**src/rtl/parking_pkg.sv**
```systemverilog
// Shared constants, types and the capacity schedule
// for the campus parking-lot occupancy controller.
package parking_pkg;

    localparam int TOTAL_SPACES    = 700;
    localparam int UNI_CAP_OFFPEAK = 200;
    localparam int UNI_CAP_PEAK    = 500;
    localparam int CAP_STEP        = 50;

    localparam int PEAK_START  = 8;
    localparam int TAPER_START = 13;
    localparam int TAPER_END   = 16;

    localparam int MIN_PER_HOUR = 60;
    localparam int MIN_PER_DAY  = 1440;

    typedef logic signed [10:0] count_t;
    typedef logic [4:0]         hour_t;
    typedef logic [10:0]        minute_t;

    // University share of the lot for a given hour of day.
    // The taper loses CAP_STEP spaces per hour after peak.
    function automatic count_t uni_cap(hour_t h);
        int hr;
        hr = int'(h);
        if (hr < PEAK_START || hr >= TAPER_END)
            return count_t'(UNI_CAP_OFFPEAK);
        if (hr < TAPER_START)
            return count_t'(UNI_CAP_PEAK);
        return count_t'(UNI_CAP_PEAK
            - CAP_STEP * (hr - TAPER_START + 1));
    endfunction

endpackage

```
**src/rtl/parking_clock.sv**
```systemverilog
// Time-of-day keeper: cycles per minute, minutes
// per day, and the derived hour.
module parking_clock
    import parking_pkg::*;
#(
    parameter int CYCLES_PER_MIN = 60
) (
    input  logic  clk,
    input  logic  rst_n,
    output hour_t hour_o
);

    localparam int CW =
        (CYCLES_PER_MIN > 1) ? $clog2(CYCLES_PER_MIN) : 1;
    localparam logic [CW-1:0] CYC_LAST =
        CW'(CYCLES_PER_MIN - 1);
    localparam minute_t MIN_LAST =
        minute_t'(MIN_PER_DAY - 1);

    logic [CW-1:0] cyc_q;
    minute_t       min_q;

    // Advance the minute once per CYCLES_PER_MIN cycles,
    // wrapping at midnight.
    always_ff @(posedge clk or negedge rst_n) begin
        if (!rst_n) begin
            cyc_q <= '0;
            min_q <= '0;
        end else if (cyc_q == CYC_LAST) begin
            cyc_q <= '0;
            if (min_q == MIN_LAST)
                min_q <= '0;
            else
                min_q <= min_q + minute_t'(1);
        end else begin
            cyc_q <= cyc_q + CW'(1);
        end
    end

    minute_t hour_w;
    assign hour_w = min_q / minute_t'(MIN_PER_HOUR);
    assign hour_o = hour_w[4:0];

endmodule

```
**src/rtl/parking.sv**
```systemverilog
// Parking occupancy controller: per-class counts,
// time-of-day capacity split, free-space reporting.
module parking
    import parking_pkg::*;
#(
    parameter int CYCLES_PER_MIN = 60,
    parameter int TOTAL_SPACES   = 700
) (
    input  logic               clk,
    input  logic               rst_n,
    output logic signed [10:0] uni_parked_car,
    output logic signed [10:0] parked_car,
    output logic signed [10:0] uni_vacated_space,
    output logic signed [10:0] vacated_space,
    output logic               uni_is_vacated_space,
    output logic               is_vacated_space,
    input  logic               car_entered,
    input  logic               is_uni_car_entered,
    input  logic               car_exited,
    input  logic               is_uni_car_exited
);

    hour_t  hour;
    count_t uni_cap_w;
    count_t nu_cap_w;
    count_t uni_q, uni_d;
    count_t nu_q, nu_d;
    logic   uni_in, uni_out;
    logic   nu_in, nu_out;

    parking_clock #(
        .CYCLES_PER_MIN(CYCLES_PER_MIN)
    ) u_clock (
        .clk   (clk),
        .rst_n (rst_n),
        .hour_o(hour)
    );

    assign uni_cap_w = uni_cap(hour);
    assign nu_cap_w  = count_t'(TOTAL_SPACES) - uni_cap_w;

    // Accept decisions use the counts held at cycle start;
    // same-class entry and exit simply net out.
    always_comb begin
        uni_in  = car_entered && is_uni_car_entered
                  && (uni_q < uni_cap_w);
        uni_out = car_exited && is_uni_car_exited
                  && (uni_q > count_t'(0));
        nu_in   = car_entered && !is_uni_car_entered
                  && (nu_q < nu_cap_w);
        nu_out  = car_exited && !is_uni_car_exited
                  && (nu_q > count_t'(0));
        uni_d   = uni_q + count_t'(uni_in)
                  - count_t'(uni_out);
        nu_d    = nu_q + count_t'(nu_in)
                  - count_t'(nu_out);
    end

    // Occupancy registers.
    always_ff @(posedge clk or negedge rst_n) begin
        if (!rst_n) begin
            uni_q <= '0;
            nu_q  <= '0;
        end else begin
            uni_q <= uni_d;
            nu_q  <= nu_d;
        end
    end

    assign uni_parked_car    = uni_q;
    assign parked_car        = nu_q;
    assign uni_vacated_space = uni_cap_w - uni_q;
    assign vacated_space     = nu_cap_w - nu_q;

    assign uni_is_vacated_space =
        (uni_vacated_space > 11'sd0);
    assign is_vacated_space =
        (vacated_space > 11'sd0);

endmodule

```
**config.mk**
```make
export PLATFORM = sky130hd
export DESIGN_NAME = parking
export DESIGN_NICKNAME = d
export VERILOG_FILES = /design/src/rtl/parking_pkg.sv /design/src/rtl/parking_clock.sv /design/src/rtl/parking.sv
export SDC_FILE = /design/constraint.sdc
export NUM_CORES = 1
export LEC_CHECK = 0
export CORE_MARGIN = 2
export CORE_UTILIZATION = 59
export CTS_CLUSTER_DIAMETER = 50
export DETAILED_ROUTE_END_ITERATION = 8
export PLACE_DENSITY = 0.84
export SLEW_MARGIN = 20
export SYNTH_ARGS = -nofsm -noshare
export SYNTH_HDL_FRONTEND = slang
export SYNTH_SLANG_ARGS = --single-unit
export TNS_END_PERCENT = 10
```
**constraint.sdc**
```tcl
create_clock -name clk -period 10.5 [get_ports clk]
set_input_delay 1.05 -clock clk [delete_from_list [all_inputs] [get_ports clk]]
set_output_delay 1.05 -clock clk [all_outputs]
set_load 0.05 [all_outputs]
```
==> results of run 1 <==
## worst max-delay path, delay by kind of cell, from the launching register on
family,cells,cell delay [ns]
buffers and inverters,5,0.38
multiplexers,2,0.75
XOR/XNOR,3,0.43
adder cells (fa/ha/maj),9,2.90
AND/OR/NAND/NOR,7,1.50
flip-flops,1,0.61
AO/OA/AOI/OAI,17,3.24
## flip-flops by register name (all words and copies together) (netlist names)
register / count
u_clock.cyc_q: 6
parked_car: 11
u_clock.min_q: 11
uni_parked_car: 11
## stage by stage
| step | std cells | hold WS [ns] | setup WS [ns] | cell area, sq um |
|---|---|---|---|---|
| global route | 728 | 0.5500 | 0.001983 | 5449 |
| CTS | 728 | 0.5295 | 0.5849 | 5445 |
| detailed placement | 720 | 0.5186 | 0.6097 | 5364 |
| global placement | 720 | 0.4918 | 1.051 | 5364 |
| finish | 728 | 0.5271 | 0.5742 | 5449 |
| floorplan | 580 | 0.4752 | 1.535 | 4812 |
## routing by layer
layer  global-route usage (%)  wire length (um)  part of all wire [%]  vias up
li1                         -                 -                     -     2079
met1                    31.59              4820                    44     2031
met2                    46.07              5483                    50      103
met3                    3.612               414                   3.8       22
met4                    8.333               227                   2.1        0
met5                        0                 0                     0        -
## worst paths after layout
kind | from | endpoint | depth (start not counted)
min reg2reg | u_clock.cyc_q[0] | u_clock.cyc_q[0] | 1
min | u_clock.cyc_q[0] | u_clock.cyc_q[0] | 1
max reg2reg | u_clock.min_q[10] | parked_car[10] | 43
max in group asynchronous | rst_n | uni_parked_car[0] | 1
min in group asynchronous | rst_n | parked_car[8] | 1
max | u_clock.min_q[10] | parked_car[10] | 43
## cell families (layout without fill, tap and decap cells)
logic type	Yosys count	after routing
simple gates	159	159
compound gates	136	136
fa+ha+maj	88	88
buf+inv	86	132
xor+xnor	64	64
flops	39	39
mux	8	8
## what timing repair did
| item | CTS | global route |
|---|---|---|
| gates resized for setup | 0 | 2 |
| setup endpoints to repair | 0 | 2 |
| endpoints found under the hold margin | 0 | 0 |
## cells in the final DEF (no fill, tap or decap), drive strengths merged, types with 8 or more instances in the layout
master         count
ha                78
inv               73
clkdlybuf4s50     50
xnor2             46
nor2              45
nand2             39
dfrtp             39
a21oi             38
o21ai             37
xor2              18
nand3             14
a21o              12
nand4             12
nor2b             10
nor3              10
fa                 9
o21bai             8
## layout make-up
| cell class | instances | area [sq um] |
|---|---|---|
| multi-input cells | 455 | 3485 |
| well taps | 102 | 127.6 |
| inverters | 73 | 274.0 |
| clock inverters | 1 | 5.005 |
| clock buffers | 7 | 76.32 |
| fillers | 651 | 2359 |
| flip-flops and latches | 39 | 975.9 |
| repair buffers | 51 | 505.5 |
==> parameters.txt, run 1 <==
Parameter                              Value

Route
  Starting DRT DRC Count    between 150 and 200
  Post-DR vias/cell    roughly 5.8
  Remaining number of nets flagged by the antenna check after routing    0
  Via total after detailed routing    ~4200
  Post-DR wirelength/cell    about 15 um
  DRC violation count after routing    0
  First-pass iteration count of the detailed router    4
  Wirelength, routed    10.95 mm

Setup path
  Kind of end point of the critical path    flip-flop
  Library cell contributing the largest single delay on the critical path    sky130_fd_sc_hd__or4b_2
  Crit-path max FO    13
  Reg2reg setup slack    about 0.57 ns
  Worst setup path category    flip-flop to flip-flop
  Longest individual stage delay on the worst path    ~0.71 ns
  Worst Setup Start Kind    flip-flop
  Arrival time worst endpoint    just over 10 ns
  Data required time of the critical path    roughly 11 ns

Placement
  Detailed Place HPWL    approximately 8.8 mm
  Count of buffers inserted at the top-level ports    just over 50
  Gp weighted congestion    around 0.9

Flow run
  Number of max-cap violations    0

GRT
  Total routing usage reported by global routing    roughly a quarter
  Pin count of the biggest net entering global routing    40
  Initial antenna violation count    0
  GRT Residual Overflow    0
  Via count of the first global-routing pass    about 4100
  First-pass GRT wire length    roughly 19 mm

Synth
  Yosys cell types    54
  Net Count, Synth    approximately 670
  Post-synth top area share    between 20% and 30%
  Synth Area in XOR/XNOR    a little under an eighth
  Adder-cell share of the synthesized area    24.23%
  Cell taking the most area after synthesis    sky130_fd_sc_hd__dfrtp_1
  Post-synth top cells    sky130_fd_sc_hd__ha_1, sky130_fd_sc_hd__inv_1, sky130_fd_sc_hd__xnor2_1
  Area share of and/or/nand/nor cells after synthesis    between 15 and 20%
  Register area share after synthesis    20.28%
  Synth warnings    0
  Synth Area in Compound Gates    18.04%
  Cells after synthesis    slightly below 600
  Main combinational cell family by area after synthesis    adder cells
  Number of synthesized flops with an enable pin    0
  Post-synthesis instance area    4812 sq um
  Most common flop cell mapped by yosys    sky130_fd_sc_hd__dfrtp_1
  Synthesis-stage register bit count    39
  Mux cell area share after synthesis    under 10%
  Cell with the most instances after synthesis    sky130_fd_sc_hd__ha_1
  Async SR Flop Fraction    100.0%
  Main area contributors after synthesis    sky130_fd_sc_hd__dfrtp_1, sky130_fd_sc_hd__ha_1, sky130_fd_sc_hd__xnor2_1
  Mean instance size in the synthesized netlist    about 8.3 sq um

Clocking
  Clock Sinks    39
  Postcts setup bufs    0
  Clock buffer count from CTS    5
  Root cell of the clock tree    sky130_fd_sc_hd__clkbuf_8
  Clk Latency, worst-skew pair    around 0.30 ns
  Number of buffers on the longest clock path    2
  Clock-pin slew reported for the worst setup and hold paths after clock tree synthesis    0.08 ns
  Number of H-tree levels    2
  Hold-fix buffers, CTS    0
  Clock tree from TritonCTS    built

Timing
  Pins Over Slew Limit    0
  Shortest period the worst path allows    between 9 and 10 ns
  Peak Freq    between 0.1 and 0.15 GHz
  Aggregate negative setup slack    0 ns
  Unrepaired setup endpoints after global routing    false
  Share of the clock period used by the worst path after layout    between 90 and 100%
  Actual transition at the worst max-transition pin    ~0.91 ns
  Setup-failing EPs final    0
  Headroom to the max-slew limit    approximately two fifths
  Layout Skew    between 0.007 and 0.008 ns
  Final Hold Vio Count    0

Hold path
  Type of the worst min-delay path    flip-flop to flip-flop

Die
  Width of the die    94.31 um
  Full die area    between 8000 and 9000 sq um
  Core area    roughly 7800 sq um
  Cell row count    32
  Die extent in y    approximately 94 um
  Starting density of the core    roughly three fifths
  IO Pins    52

Status
  Run status    finished, final reports clean

Layout
  Count of nets after finishing    between 700 and 800
  Antenna Diode Count    0
  Layout cell share with drive strength beyond 1    about 2.9%
  Core Util, Final    69.79%
  Synthesis-to-finish area growth    13.23%
Power of run 1 is left out: the tool's default activity adds up to more than one toggle a clock period on the data nets, which glitch-free logic cannot reach.
==> run 2, diff against run 1 <==
--- a/config.mk
+++ b/config.mk
@@ -5,7 +5,7 @@
 export SDC_FILE = /design/constraint.sdc
 export NUM_CORES = 1
 export LEC_CHECK = 0
-export CORE_MARGIN = 2
+export CAP_MARGIN = 20
 export CORE_UTILIZATION = 59
 export CTS_CLUSTER_DIAMETER = 50
 export DETAILED_ROUTE_END_ITERATION = 8
==> run 2 against run 1 <==
  * Via count decreased by 1.3%
  * Register-to-register slack better by 0.09 ns
  * Maximum frequency up 0.89%
  * Hold slack worse by 0.0055 ns
  * Clock skew down 0.00097 ns
  * First-iteration DRC count rose by 7.9%
==> parameters.txt, run 2 (synthesis gave the netlist of run 1 again) <==
Parameter                              Value

Timing
  Actual transition at the worst max-transition pin    0.9083 ns (-0.003553 ns)
  Headroom to the max-slew limit    39.45% (+0.24 points)
  Pins Over Slew Limit    0 (unchanged)
  Peak Freq    0.1016 GHz (+0.89%)
  Aggregate negative setup slack    0 ns (unchanged)
  Share of the clock period used by the worst path after layout    93.70% (-0.83 points)
  Shortest period the worst path allows    9.838 ns (-0.08766 ns)
  Hold slack    0.5216 ns (-0.005504 ns)
  Setup-failing EPs final    0 (unchanged)
  Final Hold Vio Count    0 (unchanged)
  Setup WS post-layout    0.6619 ns (+0.08766 ns)
  Unrepaired setup endpoints after global routing    false
  Layout Skew    0.006797 ns (-0.0009658 ns)

Setup path
  Crit path top cell by count    sky130_fd_sc_hd__a21oi_1
  Worst Setup Start Kind    flip-flop
  Data required time of the critical path    10.69 ns (about the same)
  Buffers & Inverters on Critical Path    5 (unchanged)
  Library cell contributing the largest single delay on the critical path    sky130_fd_sc_hd__or4b_2
  Worst setup path category    flip-flop to flip-flop
  Longest individual stage delay on the worst path    0.69 ns (-0.02 ns)
  CP delay by family, top    compound AO/OA/AOI/OAI gates
  Arrival time worst endpoint    10.03 ns (-0.09 ns)
  Kind of end point of the critical path    flip-flop
  Crit-path max FO    14 (+1)

GRT
  First-pass GRT wire length    18.06 mm (-2.6%)
  Total routing usage reported by global routing    26.24% (+0.58 points)
  Via count of the first global-routing pass    3958 (-4.3%)
  Pin count of the biggest net entering global routing    40 (unchanged)
  Initial antenna violation count    0 (unchanged)
  GRT Residual Overflow    0 (unchanged)

Layout
  Most common library cell in the layout ignoring fill and taps    sky130_fd_sc_hd__ha_1
  Final standard cell area without fillers    5498 sq um (+0.90%)
  Fillcell total    642 (-1.4%)
  Most frequent cells in the layout    sky130_fd_sc_hd__ha_1, sky130_fd_sc_hd__inv_1, sky130_fd_sc_hd__clkdlybuf4s50_1, sky130_fd_sc_hd__xnor2_1, sky130_fd_sc_hd__nor2_1
  Layout cell share with drive strength beyond 1    3.834% (+0.96 points)
  Count of nets after finishing    718 (unchanged)
  Synthesis-to-finish area growth    14.25%
  Antenna Diode Count    0 (unchanged)

Die
  IO Pins    52 (unchanged)
  Cell row count    32 (unchanged)
  Width of the die    92.31 um (-2.1%)
  Full die area    8521 sq um (-4.2%)
  Starting density of the core    61.63% (unchanged)
  Die extent in y    92.31 um (-2.1%)
  Core area    7807 sq um (unchanged)

Route
  Starting DRT DRC Count    205 (+7.9%)
  Post-DR wirelength/cell    15.19 um (+1.0%)
  First-pass iteration count of the detailed router    7 (+3)
  DRC violation count after routing    0 (unchanged)
  Via total after detailed routing    4180 (-1.3%)
  Wirelength, routed    11.06 mm (+1.0%)
  Post-DR vias/cell    5.742 (-1.3%)
  Remaining number of nets flagged by the antenna check after routing    0 (unchanged)

Clocking
  Hold-fix buffers, CTS    0 (unchanged)
  Clock-pin slew reported for the worst setup and hold paths after clock tree synthesis    0.09 ns (about the same)
  Number of buffers on the longest clock path    2 (unchanged)
  Clk Latency, worst-skew pair    0.31 ns (about the same)
  Clock Sinks    39 (unchanged)
  Number of H-tree levels    2 (unchanged)
  Clock tree from TritonCTS    built
  Clock buffer count from CTS    5 (unchanged)
  Root cell of the clock tree    sky130_fd_sc_hd__clkbuf_8

Flow run
  Number of max-cap violations    0 (unchanged)

Placement
  Post-place setup slack    0.5844 ns (-0.02528 ns)
  Gp weighted congestion    0.8858 (-1.8%)
  Count of buffers inserted at the top-level ports    51 (unchanged)
  Total cell area at the placement stage    5364 sq um (unchanged)
  Detailed Place HPWL    8.674 mm (-1.2%)

Status
  Run status    finished, final reports clean

Hold path
  Type of the worst min-delay path    flip-flop to flip-flop
run 2: layout make-up:
cell class	instances	area (sq um)	share of cell area, %
Multi-Input combinational cell	455	3493	63.54
Sequential cell	39	980.9	17.84
Timing Repair Buffer	51	505.5	9.194
Inverter	73	274.0	4.984
Tap cell	102	127.6	2.321
Clock buffer	5	68.82	1.252
Clock inverter	3	47.55	0.8648
run 2: repair_timing:
item | CTS | global route
setup endpoints to repair | 0 | 2
setup buffers | 0 | 0
resized for setup | 0 | 7
run 2: worst paths after layout:
path                                   from          endpoint  slack, ns  cells after the start
min in group asynchronous             rst_n  u_clock.cyc_q[4]       0.86                      1
hold reg to reg            u_clock.cyc_q[0]  u_clock.cyc_q[0]       0.52                      1
hold / removal             u_clock.cyc_q[0]  u_clock.cyc_q[0]       0.52                      1
setup / recovery           u_clock.min_q[6]    parked_car[10]       0.66                     43
max in group asynchronous             rst_n  u_clock.min_q[6]       9.01                      1
setup reg to reg           u_clock.min_q[6]    parked_car[10]       0.66                     43
run 2: worst reg2reg max path, delay by kind of cell, from the launching register on:
kind | cells | cell delay (ns)
buffers and inverters | 5 | 0.37
AO/OA/AOI/OAI | 17 | 3.34
flip-flops | 1 | 0.51
AND/OR/NAND/NOR | 6 | 1.21
adder cells (fa/ha/maj) | 9 | 2.90
multiplexers | 3 | 0.95
XOR/XNOR | 3 | 0.44
run 2: metal layers:
layer	GRT usage [%]	wire length [um]
met5	0	0
met1	32.68	4849
met4	7.813	225
met3	2.956	437
met2	47.35	5547
run 2: metrics by stage:
step | util [%] | cells
3_5_place_dp | 68.70 | 720
3_3_place_gp | 68.70 | 720
4_1_cts | 70.19 | 728
5_1_grt | 70.42 | 728
2_1_floorplan | - | 580
6_report | 70.42 | 728
Power of run 2 is left out for the same reason.
